[config.mk]
export PLATFORM = sky130hd
export DESIGN_NAME = if_id_decode_stage_flat
export DESIGN_NICKNAME = d
export VERILOG_FILES = /design/src/rtl/mips_pkg.sv /design/src/rtl/if_id_decode_stage_if.sv /design/src/rtl/mips_control_decode.sv /design/src/rtl/if_id_decode_stage.sv /design/src/flat_wrapper.sv
export SDC_FILE = /design/constraint.sdc
export NUM_CORES = 1
export LEC_CHECK = 0
export CAP_MARGIN = 0
export CORE_MARGIN = 3
export CORE_UTILIZATION = 35
export DETAILED_ROUTE_END_ITERATION = 6
export PLACE_DENSITY_LB_ADDON = 0.15
export SKIP_LAST_GASP = 1
export SYNTH_ARGS = -nofsm -noshare
export SYNTH_HDL_FRONTEND = slang
export SYNTH_HIERARCHICAL = 1
export SYNTH_SLANG_ARGS = --single-unit
[constraint.sdc]
create_clock -name clk -period 1.69 [get_ports clk]
set_clock_uncertainty 0.15 [all_clocks]
set_input_delay 0.338 -clock clk [delete_from_list [all_inputs] [get_ports clk]]
set_output_delay 0.338 -clock clk [all_outputs]
set_load 0.1 [all_outputs]
[src/rtl/mips_pkg.sv]
`default_nettype none
// +--------------------------------------------------------------------+
// | Module      : mips_pkg                                             |
// | Description : Opcode/funct constants, ALU op enum and ID control   |
// |               bundle shared by the IF/ID decode stage.             |
// | Revision    : 1.0  initial release                                 |
// +--------------------------------------------------------------------+
package mips_pkg;

  // Primary opcodes (instr[31:26])
  localparam logic [5:0] c_op_rtype = 6'h00;
  localparam logic [5:0] c_op_j     = 6'h02;
  localparam logic [5:0] c_op_jal   = 6'h03;
  localparam logic [5:0] c_op_beq   = 6'h04;
  localparam logic [5:0] c_op_bne   = 6'h05;
  localparam logic [5:0] c_op_addi  = 6'h08;
  localparam logic [5:0] c_op_addiu = 6'h09;
  localparam logic [5:0] c_op_slti  = 6'h0A;
  localparam logic [5:0] c_op_andi  = 6'h0C;
  localparam logic [5:0] c_op_ori   = 6'h0D;
  localparam logic [5:0] c_op_xori  = 6'h0E;
  localparam logic [5:0] c_op_lui   = 6'h0F;
  localparam logic [5:0] c_op_lw    = 6'h23;
  localparam logic [5:0] c_op_sw    = 6'h2B;

  // R-type funct codes (instr[5:0]); add..nor form a contiguous block
  localparam logic [5:0] c_fn_sll  = 6'h00;
  localparam logic [5:0] c_fn_srl  = 6'h02;
  localparam logic [5:0] c_fn_jr   = 6'h08;
  localparam logic [5:0] c_fn_add  = 6'h20;
  localparam logic [5:0] c_fn_nor  = 6'h27;
  localparam logic [5:0] c_fn_slt  = 6'h2A;
  localparam logic [5:0] c_fn_sltu = 6'h2B;

  typedef enum logic [2:0] {
    ALU_FUNCT = 3'd0,
    ALU_ADD   = 3'd1,
    ALU_SUB   = 3'd2,
    ALU_AND   = 3'd3,
    ALU_OR    = 3'd4,
    ALU_XOR   = 3'd5,
    ALU_SLT   = 3'd6,
    ALU_LUI   = 3'd7
  } alu_op_e;

  // ID-stage control bundle; logic_ext travels with it so one gate clears all
  typedef struct packed {
    alu_op_e alu_op;
    logic    reg_dst;
    logic    alu_src;
    logic    mem_read;
    logic    mem_write;
    logic    mem_to_reg;
    logic    reg_write;
    logic    branch_eq;
    logic    branch_ne;
    logic    jump;
    logic    jal;
    logic    jump_reg;
    logic    logic_ext;
  } ctrl_t;

  function automatic logic funct_legal(input logic [5:0] fn);
    return fn inside {c_fn_sll, c_fn_srl, c_fn_jr, [c_fn_add:c_fn_nor],
                      c_fn_slt, c_fn_sltu};
  endfunction

endpackage
`default_nettype wire

[src/rtl/if_id_decode_stage_if.sv]
`default_nettype none
// +--------------------------------------------------------------------+
// | Module      : if_id_decode_stage_if                                |
// | Description : Fetch-side inputs, hazard controls and decoded ID    |
// |               outputs of the IF/ID decode stage.                   |
// | Revision    : 1.0  initial release                                 |
// +--------------------------------------------------------------------+
interface if_id_decode_stage_if
  import mips_pkg::*;
#(
  parameter int DATA_WIDTH = 32
);
  logic [DATA_WIDTH-1:0] instr_i;
  logic [DATA_WIDTH-1:0] pc_plus4_i;
  logic                  valid_i;
  logic                  stall_i;
  logic                  flush_i;

  logic [DATA_WIDTH-1:0] instr_o;
  logic [DATA_WIDTH-1:0] pc_plus4_o;
  logic                  valid_o;
  logic [4:0]            rs_o;
  logic [4:0]            rt_o;
  logic [4:0]            rd_o;
  logic [15:0]           imm_o;
  logic                  logic_ext_o;
  alu_op_e               alu_op_o;
  logic                  reg_dst_o;
  logic                  alu_src_o;
  logic                  mem_read_o;
  logic                  mem_write_o;
  logic                  mem_to_reg_o;
  logic                  reg_write_o;
  logic                  branch_eq_o;
  logic                  branch_ne_o;
  logic                  jump_o;
  logic                  jal_o;
  logic                  jump_reg_o;
  logic                  illegal_o;

  // The stage itself
  modport slave (
    input  instr_i, pc_plus4_i, valid_i, stall_i, flush_i,
    output instr_o, pc_plus4_o, valid_o, rs_o, rt_o, rd_o, imm_o,
           logic_ext_o, alu_op_o, reg_dst_o, alu_src_o, mem_read_o,
           mem_write_o, mem_to_reg_o, reg_write_o, branch_eq_o,
           branch_ne_o, jump_o, jal_o, jump_reg_o, illegal_o
  );

  // Fetch/hazard driver and ID consumer
  modport master (
    output instr_i, pc_plus4_i, valid_i, stall_i, flush_i,
    input  instr_o, pc_plus4_o, valid_o, rs_o, rt_o, rd_o, imm_o,
           logic_ext_o, alu_op_o, reg_dst_o, alu_src_o, mem_read_o,
           mem_write_o, mem_to_reg_o, reg_write_o, branch_eq_o,
           branch_ne_o, jump_o, jal_o, jump_reg_o, illegal_o
  );
endinterface
`default_nettype wire

[src/rtl/mips_control_decode.sv]
`default_nettype none
// +--------------------------------------------------------------------+
// | Module      : mips_control_decode                                  |
// | Description : Purely combinational opcode/funct main decoder.      |
// | Revision    : 1.0  initial release                                 |
// +--------------------------------------------------------------------+
module mips_control_decode
  import mips_pkg::*;
(
  input  logic [5:0] opcode,
  input  logic [5:0] funct,
  output ctrl_t      ctrl,
  output logic       illegal
);

  // Opcode/funct to control bundle; unknown encodings leave controls at 0
  always_comb begin
    ctrl    = '0;
    illegal = 1'b0;
    unique case (opcode)
      c_op_rtype: begin
        if (funct == c_fn_jr) begin
          ctrl.jump_reg = 1'b1;
        end else begin
          ctrl.reg_dst = 1'b1;
          ctrl.alu_op  = ALU_FUNCT;
          if (funct_legal(funct)) ctrl.reg_write = 1'b1;
          else                    illegal        = 1'b1;
        end
      end
      c_op_addi, c_op_addiu: begin
        ctrl.alu_src   = 1'b1;
        ctrl.reg_write = 1'b1;
        ctrl.alu_op    = ALU_ADD;
      end
      c_op_slti: begin
        ctrl.alu_src   = 1'b1;
        ctrl.reg_write = 1'b1;
        ctrl.alu_op    = ALU_SLT;
      end
      c_op_andi, c_op_ori, c_op_xori, c_op_lui: begin
        ctrl.alu_src   = 1'b1;
        ctrl.reg_write = 1'b1;
        ctrl.logic_ext = 1'b1;
        ctrl.alu_op    = (opcode == c_op_andi) ? ALU_AND :
                         (opcode == c_op_ori)  ? ALU_OR  :
                         (opcode == c_op_xori) ? ALU_XOR : ALU_LUI;
      end
      c_op_lw: begin
        ctrl.alu_src    = 1'b1;
        ctrl.mem_read   = 1'b1;
        ctrl.mem_to_reg = 1'b1;
        ctrl.reg_write  = 1'b1;
        ctrl.alu_op     = ALU_ADD;
      end
      c_op_sw: begin
        ctrl.alu_src   = 1'b1;
        ctrl.mem_write = 1'b1;
        ctrl.alu_op    = ALU_ADD;
      end
      c_op_beq: begin
        ctrl.branch_eq = 1'b1;
        ctrl.alu_op    = ALU_SUB;
      end
      c_op_bne: begin
        ctrl.branch_ne = 1'b1;
        ctrl.alu_op    = ALU_SUB;
      end
      c_op_j: begin
        ctrl.jump = 1'b1;
      end
      c_op_jal: begin
        ctrl.jump      = 1'b1;
        ctrl.jal       = 1'b1;
        ctrl.reg_write = 1'b1;
      end
      default: begin
        illegal = 1'b1;
      end
    endcase
  end

endmodule
`default_nettype wire

[src/rtl/if_id_decode_stage.sv]
`default_nettype none
// +--------------------------------------------------------------------+
// | Module      : if_id_decode_stage                                   |
// | Description : IF/ID pipeline register with stall/flush control and |
// |               valid-gated main control decode of the held word.    |
// | Revision    : 1.0  initial release                                 |
// +--------------------------------------------------------------------+
module if_id_decode_stage
  import mips_pkg::*;
#(
  parameter int DATA_WIDTH = 32
)(
  input  logic                 clk,
  input  logic                 reset,
  if_id_decode_stage_if.slave  bus
);

  logic [DATA_WIDTH-1:0] r_instr;
  logic [DATA_WIDTH-1:0] r_pc_plus4;
  logic                  r_valid;
  ctrl_t                 w_dec_ctrl;
  logic                  w_dec_illegal;
  ctrl_t                 w_ctrl;

  // IF/ID register: reset > flush (bubble, PC kept) > stall (hold) > load
  always_ff @(posedge clk) begin
    if (reset) begin
      r_instr    <= '0;
      r_pc_plus4 <= '0;
      r_valid    <= 1'b0;
    end else if (bus.flush_i) begin
      r_instr    <= '0;
      r_valid    <= 1'b0;
    end else if (!bus.stall_i) begin
      r_instr    <= bus.instr_i;
      r_pc_plus4 <= bus.pc_plus4_i;
      r_valid    <= bus.valid_i;
    end
  end

  mips_control_decode u_decode (
    .opcode  (r_instr[31:26]),
    .funct   (r_instr[5:0]),
    .ctrl    (w_dec_ctrl),
    .illegal (w_dec_illegal)
  );

  // An empty slot must not fire any control, extend select or illegal flag
  always_comb begin
    w_ctrl = r_valid ? w_dec_ctrl : '0;
  end

  assign bus.instr_o      = r_instr;
  assign bus.pc_plus4_o   = r_pc_plus4;
  assign bus.valid_o      = r_valid;
  assign bus.rs_o         = r_instr[25:21];
  assign bus.rt_o         = r_instr[20:16];
  assign bus.rd_o         = r_instr[15:11];
  assign bus.imm_o        = r_instr[15:0];
  assign bus.logic_ext_o  = w_ctrl.logic_ext;
  assign bus.alu_op_o     = w_ctrl.alu_op;
  assign bus.reg_dst_o    = w_ctrl.reg_dst;
  assign bus.alu_src_o    = w_ctrl.alu_src;
  assign bus.mem_read_o   = w_ctrl.mem_read;
  assign bus.mem_write_o  = w_ctrl.mem_write;
  assign bus.mem_to_reg_o = w_ctrl.mem_to_reg;
  assign bus.reg_write_o  = w_ctrl.reg_write;
  assign bus.branch_eq_o  = w_ctrl.branch_eq;
  assign bus.branch_ne_o  = w_ctrl.branch_ne;
  assign bus.jump_o       = w_ctrl.jump;
  assign bus.jal_o        = w_ctrl.jal;
  assign bus.jump_reg_o   = w_ctrl.jump_reg;
  assign bus.illegal_o    = r_valid & w_dec_illegal;

endmodule
`default_nettype wire

[src/flat_wrapper.sv]
// flat-port wrapper written by rule: the top's interface ports become plain ports
module if_id_decode_stage_flat import mips_pkg::*;
#(
  parameter int DATA_WIDTH = 32
)
  (clk, reset, bus_instr_i, bus_pc_plus4_i, bus_valid_i, bus_stall_i, bus_flush_i, bus_instr_o, bus_pc_plus4_o, bus_valid_o, bus_rs_o, bus_rt_o, bus_rd_o, bus_imm_o, bus_logic_ext_o, bus_alu_op_o, bus_reg_dst_o, bus_alu_src_o, bus_mem_read_o, bus_mem_write_o, bus_mem_to_reg_o, bus_reg_write_o, bus_branch_eq_o, bus_branch_ne_o, bus_jump_o, bus_jal_o, bus_jump_reg_o, bus_illegal_o);
  if_id_decode_stage_if #(.DATA_WIDTH(DATA_WIDTH)) bus_i ();
  input  logic clk;
  input  logic reset;
  input wire logic [$bits(bus_i.instr_i)-1:0] bus_instr_i;
  input wire logic [$bits(bus_i.pc_plus4_i)-1:0] bus_pc_plus4_i;
  input wire logic [$bits(bus_i.valid_i)-1:0] bus_valid_i;
  input wire logic [$bits(bus_i.stall_i)-1:0] bus_stall_i;
  input wire logic [$bits(bus_i.flush_i)-1:0] bus_flush_i;
  output wire logic [$bits(bus_i.instr_o)-1:0] bus_instr_o;
  output wire logic [$bits(bus_i.pc_plus4_o)-1:0] bus_pc_plus4_o;
  output wire logic [$bits(bus_i.valid_o)-1:0] bus_valid_o;
  output wire logic [$bits(bus_i.rs_o)-1:0] bus_rs_o;
  output wire logic [$bits(bus_i.rt_o)-1:0] bus_rt_o;
  output wire logic [$bits(bus_i.rd_o)-1:0] bus_rd_o;
  output wire logic [$bits(bus_i.imm_o)-1:0] bus_imm_o;
  output wire logic [$bits(bus_i.logic_ext_o)-1:0] bus_logic_ext_o;
  output wire logic [$bits(bus_i.alu_op_o)-1:0] bus_alu_op_o;
  output wire logic [$bits(bus_i.reg_dst_o)-1:0] bus_reg_dst_o;
  output wire logic [$bits(bus_i.alu_src_o)-1:0] bus_alu_src_o;
  output wire logic [$bits(bus_i.mem_read_o)-1:0] bus_mem_read_o;
  output wire logic [$bits(bus_i.mem_write_o)-1:0] bus_mem_write_o;
  output wire logic [$bits(bus_i.mem_to_reg_o)-1:0] bus_mem_to_reg_o;
  output wire logic [$bits(bus_i.reg_write_o)-1:0] bus_reg_write_o;
  output wire logic [$bits(bus_i.branch_eq_o)-1:0] bus_branch_eq_o;
  output wire logic [$bits(bus_i.branch_ne_o)-1:0] bus_branch_ne_o;
  output wire logic [$bits(bus_i.jump_o)-1:0] bus_jump_o;
  output wire logic [$bits(bus_i.jal_o)-1:0] bus_jal_o;
  output wire logic [$bits(bus_i.jump_reg_o)-1:0] bus_jump_reg_o;
  output wire logic [$bits(bus_i.illegal_o)-1:0] bus_illegal_o;
  assign bus_i.instr_i = bus_instr_i;
  assign bus_i.pc_plus4_i = bus_pc_plus4_i;
  assign bus_i.valid_i = bus_valid_i;
  assign bus_i.stall_i = bus_stall_i;
  assign bus_i.flush_i = bus_flush_i;
  assign bus_instr_o = bus_i.instr_o;
  assign bus_pc_plus4_o = bus_i.pc_plus4_o;
  assign bus_valid_o = bus_i.valid_o;
  assign bus_rs_o = bus_i.rs_o;
  assign bus_rt_o = bus_i.rt_o;
  assign bus_rd_o = bus_i.rd_o;
  assign bus_imm_o = bus_i.imm_o;
  assign bus_logic_ext_o = bus_i.logic_ext_o;
  assign bus_alu_op_o = bus_i.alu_op_o;
  assign bus_reg_dst_o = bus_i.reg_dst_o;
  assign bus_alu_src_o = bus_i.alu_src_o;
  assign bus_mem_read_o = bus_i.mem_read_o;
  assign bus_mem_write_o = bus_i.mem_write_o;
  assign bus_mem_to_reg_o = bus_i.mem_to_reg_o;
  assign bus_reg_write_o = bus_i.reg_write_o;
  assign bus_branch_eq_o = bus_i.branch_eq_o;
  assign bus_branch_ne_o = bus_i.branch_ne_o;
  assign bus_jump_o = bus_i.jump_o;
  assign bus_jal_o = bus_i.jal_o;
  assign bus_jump_reg_o = bus_i.jump_reg_o;
  assign bus_illegal_o = bus_i.illegal_o;
  if_id_decode_stage #(.DATA_WIDTH(DATA_WIDTH)) u_core (.clk(clk), .reset(reset), .bus(bus_i));
endmodule
==> results.yml <==
outcome:
  outcome: "finished with violations"
  failed_checks: "negative setup slack"
placed_design:
  dpl.hpwl_um: 7630
  gp_congestion: 0.880
  port_buffers: 180
  place_ws_ns: -0.173
routing:
  first_iter_violations: 84
  first_pass_iters: 4
  wl_per_cell_um: 15.7
  totalWireLength_um: 10000
  drc_errors: 0
  via_count: 3123
  vias_per_cell: 4.88
  ant_nets: 0
floorplanning:
  ioPinCount: 181
  core_area_mm2: 0.00881
  rows: 34
  design.die.area_mm2: 0.0103
  start_util: 0.364
  die_h_um: 102
  fp.dieW_um: 102
synth:
  yosysMostFrequentCell: "dfxtp_1"
  yosysTopAreaCell: "dfxtp_1"
  synth.top_cell.area_share: 0.406
  ys_ff_latch: 65
  synthFlopType: "dfxtp_1"
  syn_nets: 427
  synth-seq-area-share: 0.406
  synth_edf_count: 0
  synthCells: 358
  yosys-top-cells-count: "dfxtp_1 (65), nor2_1 (42), buf_4 (38)"
  synth.avg_cell_area_um2: 8.95
  synth_cell_type_count: 35
  synth_area_leaders: "dfxtp_1 (41%), mux2i_1 (11%), buf_4 (8.9%), or3b_1 (8.8%), a21oi_1 (5.6%)"
  synthArstFlopShare: 0
  synth_area_mm2: 0.00320
  yosysWarningCount: 6
timing:
  setup_ws_ns: -0.503
  rsz0062_at_grt: "true"
  slew_violations: 0
  min_period_ns: 2.19
  setup_viol: 18
  maxSlewHeadroom: 0.819
  setup_tns_ns: -5.99
  worst_pin_slew_ns: 0.271
  max_freq_mhz: 456
  hold_viol_final: 0
  post-route-period-util: 1.30
clocking:
  htreeDepth: 3
  clkTransAtPathRegs_ns: 0.07
  clkSinkCount: 65
  clk_latency_ns: 0.32
  clockBufferDepth: 2
  cts_made_buffers: 9
  cts_tree: "yes"
  cts-root-buf: "clkbuf_8"
critical_path:
  crit_type: "reg2out"
  critPathCaptureType: "output pin"
  cp-start-kind: "flop"
  cp.arrival_ns: 1.71
  worstPathRequired_ns: 1.20
  crit_fanout: 7
power_and_ir_drop:
  finalPower_mw: 4.74
  pwr-share-seq: 0.352
  p_per_area_mw_per_mm2: 698
  ir_drop_mv: 0.657
  pwr-share-clk: 0.324
  p_int_mw: 3.19
  p_sw_mw: 1.55
  pwr-share-comb: 0.324
  total_leakage_power_nw: 2.71
  swShare: 0.328
global_route:
  antenna_found_initial: 0
  grt_pass1_vias: 3012
  grt_usage: 0.189
  grt_max_degree: 35
  grt_pass1_wl_um: 15400
  grt.overflow.total: 0
final_layout:
  antenna_cells: 0
  drive_above_1_share: 0.461
  fin_nets: 596
  fillers: 546
  syn_to_final_growth_pct: 112
flow_run:
  drv_cap: 0
min_path:
  hp-class: "in2reg"
## sequential cells by signal, summed over array words and instances, names as in the netlist
register	cells
u_core/bus.valid_o	1
u_core/bus.pc_plus4_o	32
u_core/bus.instr_o	32
## power by group through the flow
stage / Combinational (mW) / Clock (mW) / Sequential, mW
floorplan: 0.486 / 0 / 2.09
global placement: 1.48 / 0 / 1.70
detailed placement: 1.50 / 0 / 1.70
CTS: 1.52 / 1.57 / 1.67
global route: 1.59 / 1.65 / 1.68
finish: 1.53 / 1.54 / 1.67
## stage by stage
step           cell area (µm²)  hold WS [ns]  std cells  utilization
6_report                  6790         0.289        640        0.771
5_1_grt                   6790         0.304        640        0.771
4_1_cts                   6690         0.280        636        0.759
3_5_place_dp              6330         0.356        618        0.719
3_3_place_gp              6330         0.348        618        0.719
2_1_floorplan             3370         0.331        358            -
## per-layer routing
layer | vias up | routed length, µm | track usage
li1 | 1537 | - | -
met1 | 1470 | 3550 | 0.202
met2 | 108 | 5500 | 0.338
met3 | 8 | 865 | 0.0737
met4 | 0 | 112 | 0.0675
met5 | - | 0 | 0
## path summary, 6_finish.rpt
| check | start | endpoint | slack, ns | cells after the start |
|---|---|---|---|---|
| hold reg to reg | u_core/bus.pc_plus4_o[3] | u_core/bus.pc_plus4_o[3] | 0.37 | 2 |
| setup / recovery | u_core/bus.instr_o[28] | bus_illegal_o | -0.50 | 6 |
| setup reg to reg | u_core/bus.instr_o[30] | u_core/bus.instr_o[30] | 0.62 | 4 |
| hold / removal | bus_stall_i | u_core/bus.instr_o[18] | 0.29 | 3 |
## critical path, cell delays in order, from the launching register on
cell	delay (ns)
dfxtp_4	0.38
nand2b_4	0.15
a21oi_1	0.15
o21ai_0	0.10
a221o_1	0.27
and2_4	0.17
buf_12	0.16
## what timing repair did
action	4_1_cts	5_1_grt
hold buffers	0	0
pin swaps	10	14
cloned	0	1
setup endpoints to repair	17	17
setup buffers	2	4
gates resized for setup	22	11
## layout make-up
type                            instances  area (µm²)  share of cell area
Clock buffer                           12         166              0.0245
Clock inverter                          4        71.3              0.0105
Inverter                                4        15.0             0.00221
Multi-Input combinational cell        226        1670               0.245
Sequential cell                        65        1380               0.202
Tap cell                              108         135              0.0199
Timing Repair Buffer                  221        3360               0.495
## cell usage in the layout (no fill, tap or decap), drive strengths merged, types with 4 or more instances in the layout
cell type      instances
buf                  153
clkdlybuf4s50         67
dfxtp                 65
nor2                  43
a21oi                 36
o21ai                 35
mux2i                 34
or3b                  32
and2                  17
clkbuf                13
inv                    5
nand2b                 4
## cell families (layout without fill, tap and decap cells)
| family | count (synthesis) | count (layout) | synth area share |
|---|---|---|---|
| AOI/OAI and AO/OA | 80 | 80 | 0.133 |
| DFF | 65 | 65 | 0.406 |
| buffers and inverters | 67 | 241 | 0.136 |
| muxes | 34 | 34 | 0.106 |
| xor gates and xnor gates | 1 | 1 | 0.00273 |
| and+or+nand+nor | 111 | 111 | 0.216 |
No activity file was read; power rests on OpenSTA's default activity.
